--- src/rtl/serial_add_ctrl_pkg.sv ---
// Shared definitions for the bit-serial adder: controller states and default width.
package serial_add_ctrl_pkg;

  localparam int unsigned SerialAddDefaultWidth = 16;

  typedef enum logic [1:0] {
    StIdle = 2'd0,
    StRun  = 2'd1,
    StDone = 2'd2
  } serial_add_state_e;

endpackage

--- src/rtl/full_adder.sv ---
// Single-bit full adder cell used as the serial datapath.
module full_adder (
  input  logic a,
  input  logic b,
  input  logic cin,
  output logic sum,
  output logic cout
);

  assign sum  = a ^ b ^ cin;
  assign cout = (a & b) | (a & cin) | (b & cin);

endmodule

--- src/rtl/serial_add_ctrl_shift_reg.sv ---
// Parallel-load, right-shifting register with serial input at the MSB.
module serial_add_ctrl_shift_reg #(
  parameter int unsigned WIDTH = 16
) (
  input  logic             clk,
  input  logic             rst,
  input  logic             load,
  input  logic [WIDTH-1:0] load_data,
  input  logic             shift,
  input  logic             ser_in,
  output logic [WIDTH-1:0] q,
  output logic             lsb
);

  logic [WIDTH-1:0] q_q, q_d, shifted;

  if (WIDTH == 1) begin : g_one
    assign shifted = ser_in;
  end else begin : g_many
    assign shifted = {ser_in, q_q[WIDTH-1:1]};
  end

  // Load takes priority so a new operand always wins over a stray shift.
  always_comb begin
    q_d = q_q;
    if (load) begin
      q_d = load_data;
    end else if (shift) begin
      q_d = shifted;
    end
  end

  always_ff @(posedge clk or posedge rst) begin
    if (rst) begin
      q_q <= '0;
    end else begin
      q_q <= q_d;
    end
  end

  assign q   = q_q;
  assign lsb = q_q[0];

endmodule

--- src/rtl/serial_add_ctrl.sv ---
// Bit-serial adder sequencer: one full_adder cell, LSB-first, WIDTH RUN cycles per op.
// Optional subtract mode (sub/ovf ports) when SERIAL_ADD_SUB_EN is defined.
module serial_add_ctrl
  import serial_add_ctrl_pkg::*;
#(
  parameter int unsigned WIDTH = SerialAddDefaultWidth
) (
  input  logic             clk,
  input  logic             rst,
  input  logic             in_valid,
  output logic             in_ready,
  input  logic [WIDTH-1:0] a,
  input  logic [WIDTH-1:0] b,
  input  logic             cin,
`ifdef SERIAL_ADD_SUB_EN
  input  logic             sub,
  output logic             ovf,
`endif
  output logic             out_valid,
  input  logic             out_ready,
  output logic [WIDTH-1:0] sum,
  output logic             cout,
  output logic             busy
);

  localparam int unsigned CntW = $clog2(WIDTH) + 1;
  localparam logic [CntW-1:0] LastBit = CntW'(WIDTH - 1);

  serial_add_state_e state_q, state_d;
  logic [CntW-1:0]   bit_cnt_q, bit_cnt_d;
  logic              carry_q, carry_d;
  logic              accept, run, last_bit;
  logic              sub_eff;
  logic [WIDTH-1:0]  b_load, sh_sum;
  logic              a_lsb, b_lsb, fa_sum, fa_cout;

`ifdef SERIAL_ADD_SUB_EN
  assign sub_eff = sub;
`else
  assign sub_eff = 1'b0;
`endif

  assign accept   = in_valid && (state_q == StIdle);
  assign run      = (state_q == StRun);
  assign last_bit = (bit_cnt_q == LastBit);
  // Subtraction is a + ~b + 1, so the forced carry replaces cin.
  assign b_load   = sub_eff ? ~b : b;

  serial_add_ctrl_shift_reg #(.WIDTH(WIDTH)) u_sh_a (
    .clk       (clk),
    .rst       (rst),
    .load      (accept),
    .load_data (a),
    .shift     (run),
    .ser_in    (1'b0),
    .q         (),
    .lsb       (a_lsb)
  );

  serial_add_ctrl_shift_reg #(.WIDTH(WIDTH)) u_sh_b (
    .clk       (clk),
    .rst       (rst),
    .load      (accept),
    .load_data (b_load),
    .shift     (run),
    .ser_in    (1'b0),
    .q         (),
    .lsb       (b_lsb)
  );

  serial_add_ctrl_shift_reg #(.WIDTH(WIDTH)) u_sh_sum (
    .clk       (clk),
    .rst       (rst),
    .load      (1'b0),
    .load_data ('0),
    .shift     (run),
    .ser_in    (fa_sum),
    .q         (sh_sum),
    .lsb       ()
  );

  full_adder u_fa (
    .a    (a_lsb),
    .b    (b_lsb),
    .cin  (carry_q),
    .sum  (fa_sum),
    .cout (fa_cout)
  );

  always_ff @(posedge clk or posedge rst) begin
    if (rst) begin
      state_q   <= StIdle;
      bit_cnt_q <= '0;
      carry_q   <= 1'b0;
    end else begin
      state_q   <= state_d;
      bit_cnt_q <= bit_cnt_d;
      carry_q   <= carry_d;
    end
  end

  always_comb begin
    state_d   = state_q;
    bit_cnt_d = bit_cnt_q;
    carry_d   = carry_q;
    unique case (state_q)
      StIdle: begin
        if (in_valid) begin
          state_d   = StRun;
          bit_cnt_d = '0;
          carry_d   = sub_eff ? 1'b1 : cin;
        end
      end
      StRun: begin
        bit_cnt_d = bit_cnt_q + 1'b1;
        carry_d   = fa_cout;
        if (last_bit) begin
          state_d   = StDone;
          bit_cnt_d = '0;
        end
      end
      StDone: begin
        if (out_ready) begin
          state_d = StIdle;
        end
      end
      default: state_d = StIdle;
    endcase
  end

  always_comb begin
    in_ready  = (state_q == StIdle);
    out_valid = (state_q == StDone);
    busy      = (state_q != StIdle);
    sum       = out_valid ? sh_sum : '0;
    cout      = out_valid ? carry_q : 1'b0;
  end

`ifdef SERIAL_ADD_SUB_EN
  logic ovf_q;

  // Signed overflow: carry into the MSB differs from carry out of it.
  always_ff @(posedge clk or posedge rst) begin
    if (rst) begin
      ovf_q <= 1'b0;
    end else if (run && last_bit) begin
      ovf_q <= carry_q ^ fa_cout;
    end
  end

  assign ovf = out_valid ? ovf_q : 1'b0;
`endif

endmodule

--- config.mk ---
export PLATFORM = sky130hd
export DESIGN_NAME = serial_add_ctrl
export DESIGN_NICKNAME = d
export VERILOG_FILES = /design/src/rtl/serial_add_ctrl_pkg.sv /design/src/rtl/full_adder.sv /design/src/rtl/serial_add_ctrl_shift_reg.sv /design/src/rtl/serial_add_ctrl.sv
export SDC_FILE = /design/constraint.sdc
export NUM_CORES = 1
export LEC_CHECK = 0
export CAP_MARGIN = 20
export CORE_ASPECT_RATIO = 1.25
export CORE_MARGIN = 2
export CORE_UTILIZATION = 25
export DETAILED_ROUTE_END_ITERATION = 6
export GPL_TIMING_DRIVEN = 0
export PLACE_DENSITY = 0.51
export SYNTH_ARGS = -nofsm -noshare
export SYNTH_HDL_FRONTEND = slang
export SYNTH_SLANG_ARGS = --single-unit
export TNS_END_PERCENT = 30
--- constraint.sdc ---
create_clock -name clk -period 1.73 [get_ports clk]
set_input_delay 0.173 -clock clk [delete_from_list [all_inputs] [get_ports clk]]
set_output_delay 0.173 -clock clk [all_outputs]
set_load 0.05 [all_outputs]
### Word level (Yosys, flattened, before mapping)

Index checks and enable logic that the tools add are counted.

| storage, ports and cells | value |
|---|---|
| bits in read-only memories | 0 |
| memory bits (writable) | 0 |
| register bits | 56 |
| memories | 0 |
| bits in latches | 0 |
| logic and storage cells | 42 |
| output and inout port bits | 20 |

| operators by class | value |
|---|---|
| $lt $le $gt $ge | 0 |
| div/mod/pow operators | 0 |
| shift operators | 0 |
| multiply operators | 0 |
| reductions and logical operators | 7 |
| bitwise gates (word level) | 7 |
| muxes and demuxes | 15 |
| equality and inequality tests | 6 |
| add/sub/neg operators | 1 |

Operators by type and width:

| cell | count |
|---|---|
| 16-bit 2-to-1 mux | 5 |
| 5-bit 2-to-1 mux | 2 |
| 5-bit case mux with 2 select lines | 1 |
| 2-bit 2-to-1 mux | 3 |
| 2-bit case mux with 3 select lines | 1 |
| 2-bit nonzero test | 3 |
| 5-bit by 1-bit adder with 5-bit output (second input constant) | 1 |
| 5-bit by 4-bit equality test with 1-bit output (second input constant) | 1 |
| 2-bit by 1-bit inequality test with 1-bit output (second input constant) | 2 |
| 1-bit bitwise AND | 3 |
| 3-bit AND reduction | 1 |
| 2-bit by 1-bit equality test with 1-bit output (second input constant) | 1 |
| 2-bit equality test (second input constant) | 1 |
| 2-bit zero test | 1 |
| 1-bit 2-to-1 mux | 2 |
| 2-bit inequality test (second input constant) | 1 |
| 1-bit OR | 2 |
| 1-bit case mux with 2 select lines | 1 |
| 2-bit AND reduction | 1 |
| 1-bit XOR | 2 |
| 1-bit logical AND | 1 |

### Longest topological paths before layout

| logic depth | value |
|---|---|
| depth in word-level cells | 4 |
| depth in mapped cells | 5 |

### By module

Synthesis repeated with hierarchy kept, for this count alone.

| unflattened totals | value |
|---|---|
| cells, all modules | 276 |
| area total of the unflattened synthesis | 2834.0 µm² |

By module, submodules not included:

| module | cells each | seq. area each (µm²) | instances | area an instance (µm²) |
|---|---|---|---|---|
| serial_add_ctrl_shift_reg | 71 | 400.4 | 3 | 755.7 |
| serial_add_ctrl | 62 | 200.2 | 1 | 546.8 |
| full_adder | 1 | 0.0 | 1 | 20.0 |

### Least setup slack after synthesis

OpenSTA, ideal clock, no wires.

| timing path | value |
|---|---|
| kind | reg2out |
| start | register state_q[1] |
| end | output port sum[10] |
| cell stages (with the launch flop) | 5 |
| data arrival time | 1426 ps |
| slack | 131 ps |
| cells stage by stage | dfrtp_1 > nor2b_1 > buf_2 > buf_2 > and2_1 |

| between the ends | value |
|---|---|
| longest elaborated chain between the ends | 2 |

RTL lines:

| item | line | source |
|---|---|---|
| from (decl) | serial_add_ctrl.sv:29 | `serial_add_state_e state_q, state_d;` |
| from (signal assigned) | serial_add_ctrl.sv:92 | `state_q <= StIdle;` |
| from (signal assigned) | serial_add_ctrl.sv:96 | `state_q <= state_d;` |
| 2-bit equality test | serial_add_ctrl.sv:133 | `out_valid = (state_q == StDone);` |
| via out_valid | serial_add_ctrl.sv:19 | `output logic out_valid,` |
| 16-bit 2-to-1 mux | serial_add_ctrl.sv:135 | `sum = out_valid ? sh_sum : '0;` |
| to (decl) | serial_add_ctrl.sv:21 | `output logic [WIDTH-1:0] sum,` |

The timed path passes the listed nets, and every way through them passes these cells.

### Worst setup path after layout

| timing path | value |
|---|---|
| start | register state_q[1] |
| end | output port sum[2] |

| between the ends | value |
|---|---|
| longest elaborated chain between the ends | 2 |

RTL lines:

| item | line |
|---|---|
| 2-bit equality test | serial_add_ctrl.sv:133 |
| 16-bit 2-to-1 mux | serial_add_ctrl.sv:135 |

Every way passes these cells.

==> metrics.md <==
| Metric | Value |
|---|---|
| H-tree Lvls | `2` |
| WL final | `5735 um` |
| Worst reg-to-reg setup slack | `320 ps` |
| Syn Inst Count | `227` |
| Synth Cell Area | `2492 um2` |
| Fin area | `3383 um2` |
| Deepest clock path buffer count | `2` |
| Vias/cell | `4.490` |
| Ys Warns | `0` |
| Antenna violations before repair | `0` |
| Synthesized Nets | `266` |
| Yosys top cell by area | `dfrtp_1` |
| Synth top cells by count | `nand2_1 (60), dfrtp_1 (56), a32oi_1 (28)` |
| Gr busiest metal | `met2` |
| Worst-case reg-to-reg path depth | `4` |
| CTS tree | `yes` |
| Die X | `93.31 um` |
| Max-cap viol count | `0` |
| Starting Density | `25.80%` |
| GPL Wtd Cong | `0.7361` |
| Die Y | `115.6 um` |
| Final hold vios | `0` |
| Clk slew on worst S/H paths | `70 ps` |
| Setup violations, final | `0` |
| Sequential Power Share | `37.1%` |
| Final #Nets | `330` |
| # rows | `40` |
| Worst Setup End Kind | `primary output` |
| DP HPWL | `4164 um` |
| Startpoint types | `flop` |
| Peak VDD IR | `691.7 uV` |
| Clock share of power | `20.1%` |
| Top Ports | `57` |
| Diode count | `0` |
| Reg2reg end | `bit_cnt_q[3]$_DFFE_PP0P_` |
| Syn-to-layout area delta | `35.74%` |
| # DRC | `0` |
| Via count | `1877` |
| CP Class | `flop to primary output` |
| Drt wl/cell | `13.72 um` |
| Synthesized area per cell | `10.98 um2` |
| Cell Pwr Density | `1800 nW/um2` |
| Core area | `9659 um2` |
| Hold-fix buffers at CTS | `0` |
| Yosys reg bits | `56` |
| Antenna Nets Post-Route | `0` |
| Critical path data required time | `1560 ps` |
| Arr. time, crit path | `1490 ps` |
| Crit path max fanout | `10` |
| Final Critical Period | `1668 ps` |
| Routing usage on met3 | `2.406%` |
| Setup Skew | `7.954 ps` |
| Final period util | `96.39%` |
| Pre-Repair DR Iteration Count | `4` |
| Post-synth top flop | `dfrtp_1` |
| Worst r2r src | `bit_cnt_q[0]$_DFFE_PP0P_` |
| RSZ-0062 raised after global routing | `true` |
| Comb power frac | `42.8%` |
| Hold Path Class | `input port to asynchronous set/reset pin` |
| Yosys cell types | `26` |
| Asr flop ratio synth | `100.0%` |
| WHS | `267.0 ps` |
| Tot Pwr | `6.091 mW` |
| Share of layout cells above drive strength 1 | `20.55%` |
| Die ar. | `10790 um2` |
| P_leak | `1.566 nW` |
| Post-synth EDFFs | `0` |
| Top post-synthesis cells by area | `dfrtp_1 (56%), a32oi_1 (9.8%), nand2_1 (9.0%), mux2_2 (7.2%), and2_1 (5.0%)` |
| Internal power | `3.780 mW` |
| Vias in the first global route | `1894` |
| Num CTS Buffers | `5` |
| Post-CTS setup buffer count | `0` |
| First-pass GRT wire length | `9466 um` |
| Worst skew pair latency | `290 ps` |
| TritonCTS Sinks | `56` |
| Synth top area share | `56.22%` |
| Worst-margin pin slew | `581.7 ps` |
| Count leader, synth | `nand2_1` |
| Global Route met1 Usage | `15.13%` |
| GR Overflow Total | `0` |
| Achievable Freq | `599.7 MHz` |
| Status | `complete, no violations` |
| Sequential share of the synthesized area | `56.22%` |
| Met2 Usage GRT | `17.70%` |
| Root Driver | `clkbuf_16` |
| Max-slew headroom | `61.16%` |
| Switch share | `37.93%` |
| P_sw | `2.310 mW` |
| Iter 0 DRT Violations | `91` |
| Core Util, Final | `35.03%` |
| Slew Limit Fails | `0` |
| Fillers | `984` |
| Port Buffer Count | `56` |
| Tot GR Track Use | `11.18%` |
| Maximum number of pins on one net before global-route repair | `31` |
| Post-DP Area | `3231 um2` |
how the worst max path moves through the flow:
stage                            from                       end  slack (ps)
4_1_cts        state_q[1]$_DFFE_PP0P_                      busy         -70
3_3_place_gp                      rst  u_sh_b.q[10]$_DFFE_PP0P_        -940
2_1_floorplan  state_q[1]$_DFFE_PP0P_                   sum[10]         130
5_1_grt        state_q[1]$_DFFE_PP0P_                    sum[2]         -40
3_5_place_dp   state_q[1]$_DFFE_PP0P_                   sum[12]        -290
6_report       state_q[1]$_DFFE_PP0P_                    sum[2]          60
final cells by class:
type                            count  area (um2)  area share [%]
Sequential cell                    56        1401           41.42
Clock inverter                      1       30.03          0.8876
Tap cell                          126       157.7           4.660
Inverter                            3       11.26          0.3328
Multi-Input combinational cell    150       970.9           28.70
Buffer                             18       116.4           3.439
Timing Repair Buffer               57       543.0           16.05
Clock buffer                        7       152.6           4.512
cells by family after synthesis:
| kind of cell | count (synthesis) | share of synthesized area [%] |
|---|---|---|
| compound gates | 42 | 13.75 |
| xor+xnor | 1 | 0.3515 |
| fa+ha+maj | 2 | 1.305 |
| buf+inv | 21 | 4.819 |
| flops | 56 | 56.22 |
| mux | 17 | 7.630 |
| simple gates | 88 | 15.91 |
routing by layer:
| metal | wire length, um | part of all wire, % | up-vias |
|---|---|---|---|
| met2 | 2653 | 46 | 43 |
| li1 | - | - | 922 |
| met1 | 2702 | 47 | 904 |
| met3 | 282 | 4.9 | 8 |
| met4 | 96 | 1.7 | 0 |
| met5 | 0 | 0 | - |
critical path, cell delays in order, from the launching register on:
cell             delay (ps)
dfrtp_1                 400
nor2b_1                 140
buf_4                   160
and2_1                  130
clkdlybuf4s15_2         360
sequential cells by signal (all words and copies together), names as in the netlist:
register,count
u_sh_a.q,16
carry_q,1
u_sh_b.q,16
state_q,2
u_sh_sum.q,16
bit_cnt_q,5
stage by stage:
step                instances  worst slack, ps  TNS (ps)
finish                    418            62.43         0
detailed placement        410           -288.5     -3727
CTS                       418           -72.39    -72.39
global route              418           -39.88    -87.62
floorplan                 227            130.6         0
global placement          409           -938.0    -56100
power groups by stage:
stage | sequential (mW) | clock (mW) | combinational (mW)
after detailed placement | 2.28 | 0 | 2.68
after global routing | 2.34 | 1.30 | 2.89
final | 2.26 | 1.23 | 2.61
after CTS | 2.26 | 1.26 | 2.65
after floorplan | 2.17 | 0 | 2.00
after global placement | 2.27 | 0 | 2.64
what timing repair did:
item	4_1_cts	5_1_grt
cloned	0	0
setup endpoints to repair	20	20
gates resized for setup	89	29
pin swaps	0	0
layout by cell type, fill, tap and decap left out, types with 2 or more instances in the layout:
| master | netlist | layout |
|---|---|---|
| a22o_1 | 4 | 4 |
| a32oi_1 | 28 | 28 |
| inv_1 | 3 | 2 |
| buf_6 | 3 | 12 |
| nand3_1 | 2 | 2 |
| nor2b_1 | 3 | 3 |
| mux2_2 | 16 | 16 |
| and2_1 | 20 | 20 |
| o21ai_0 | 5 | 5 |
| dfrtp_1 | 56 | 56 |
| clkbuf_1 | 2 | 2 |
| buf_4 | 2 | 5 |
| clkbuf_8 | 0 | 2 |
| a221o_1 | 2 | 2 |
| nand2_1 | 60 | 60 |
| clkdlybuf4s50_1 | 0 | 36 |
| buf_2 | 9 | 15 |
| buf_1 | 2 | 2 |
| clkbuf_16 | 0 | 5 |
No activity file was read; power rests on OpenSTA's default activity.
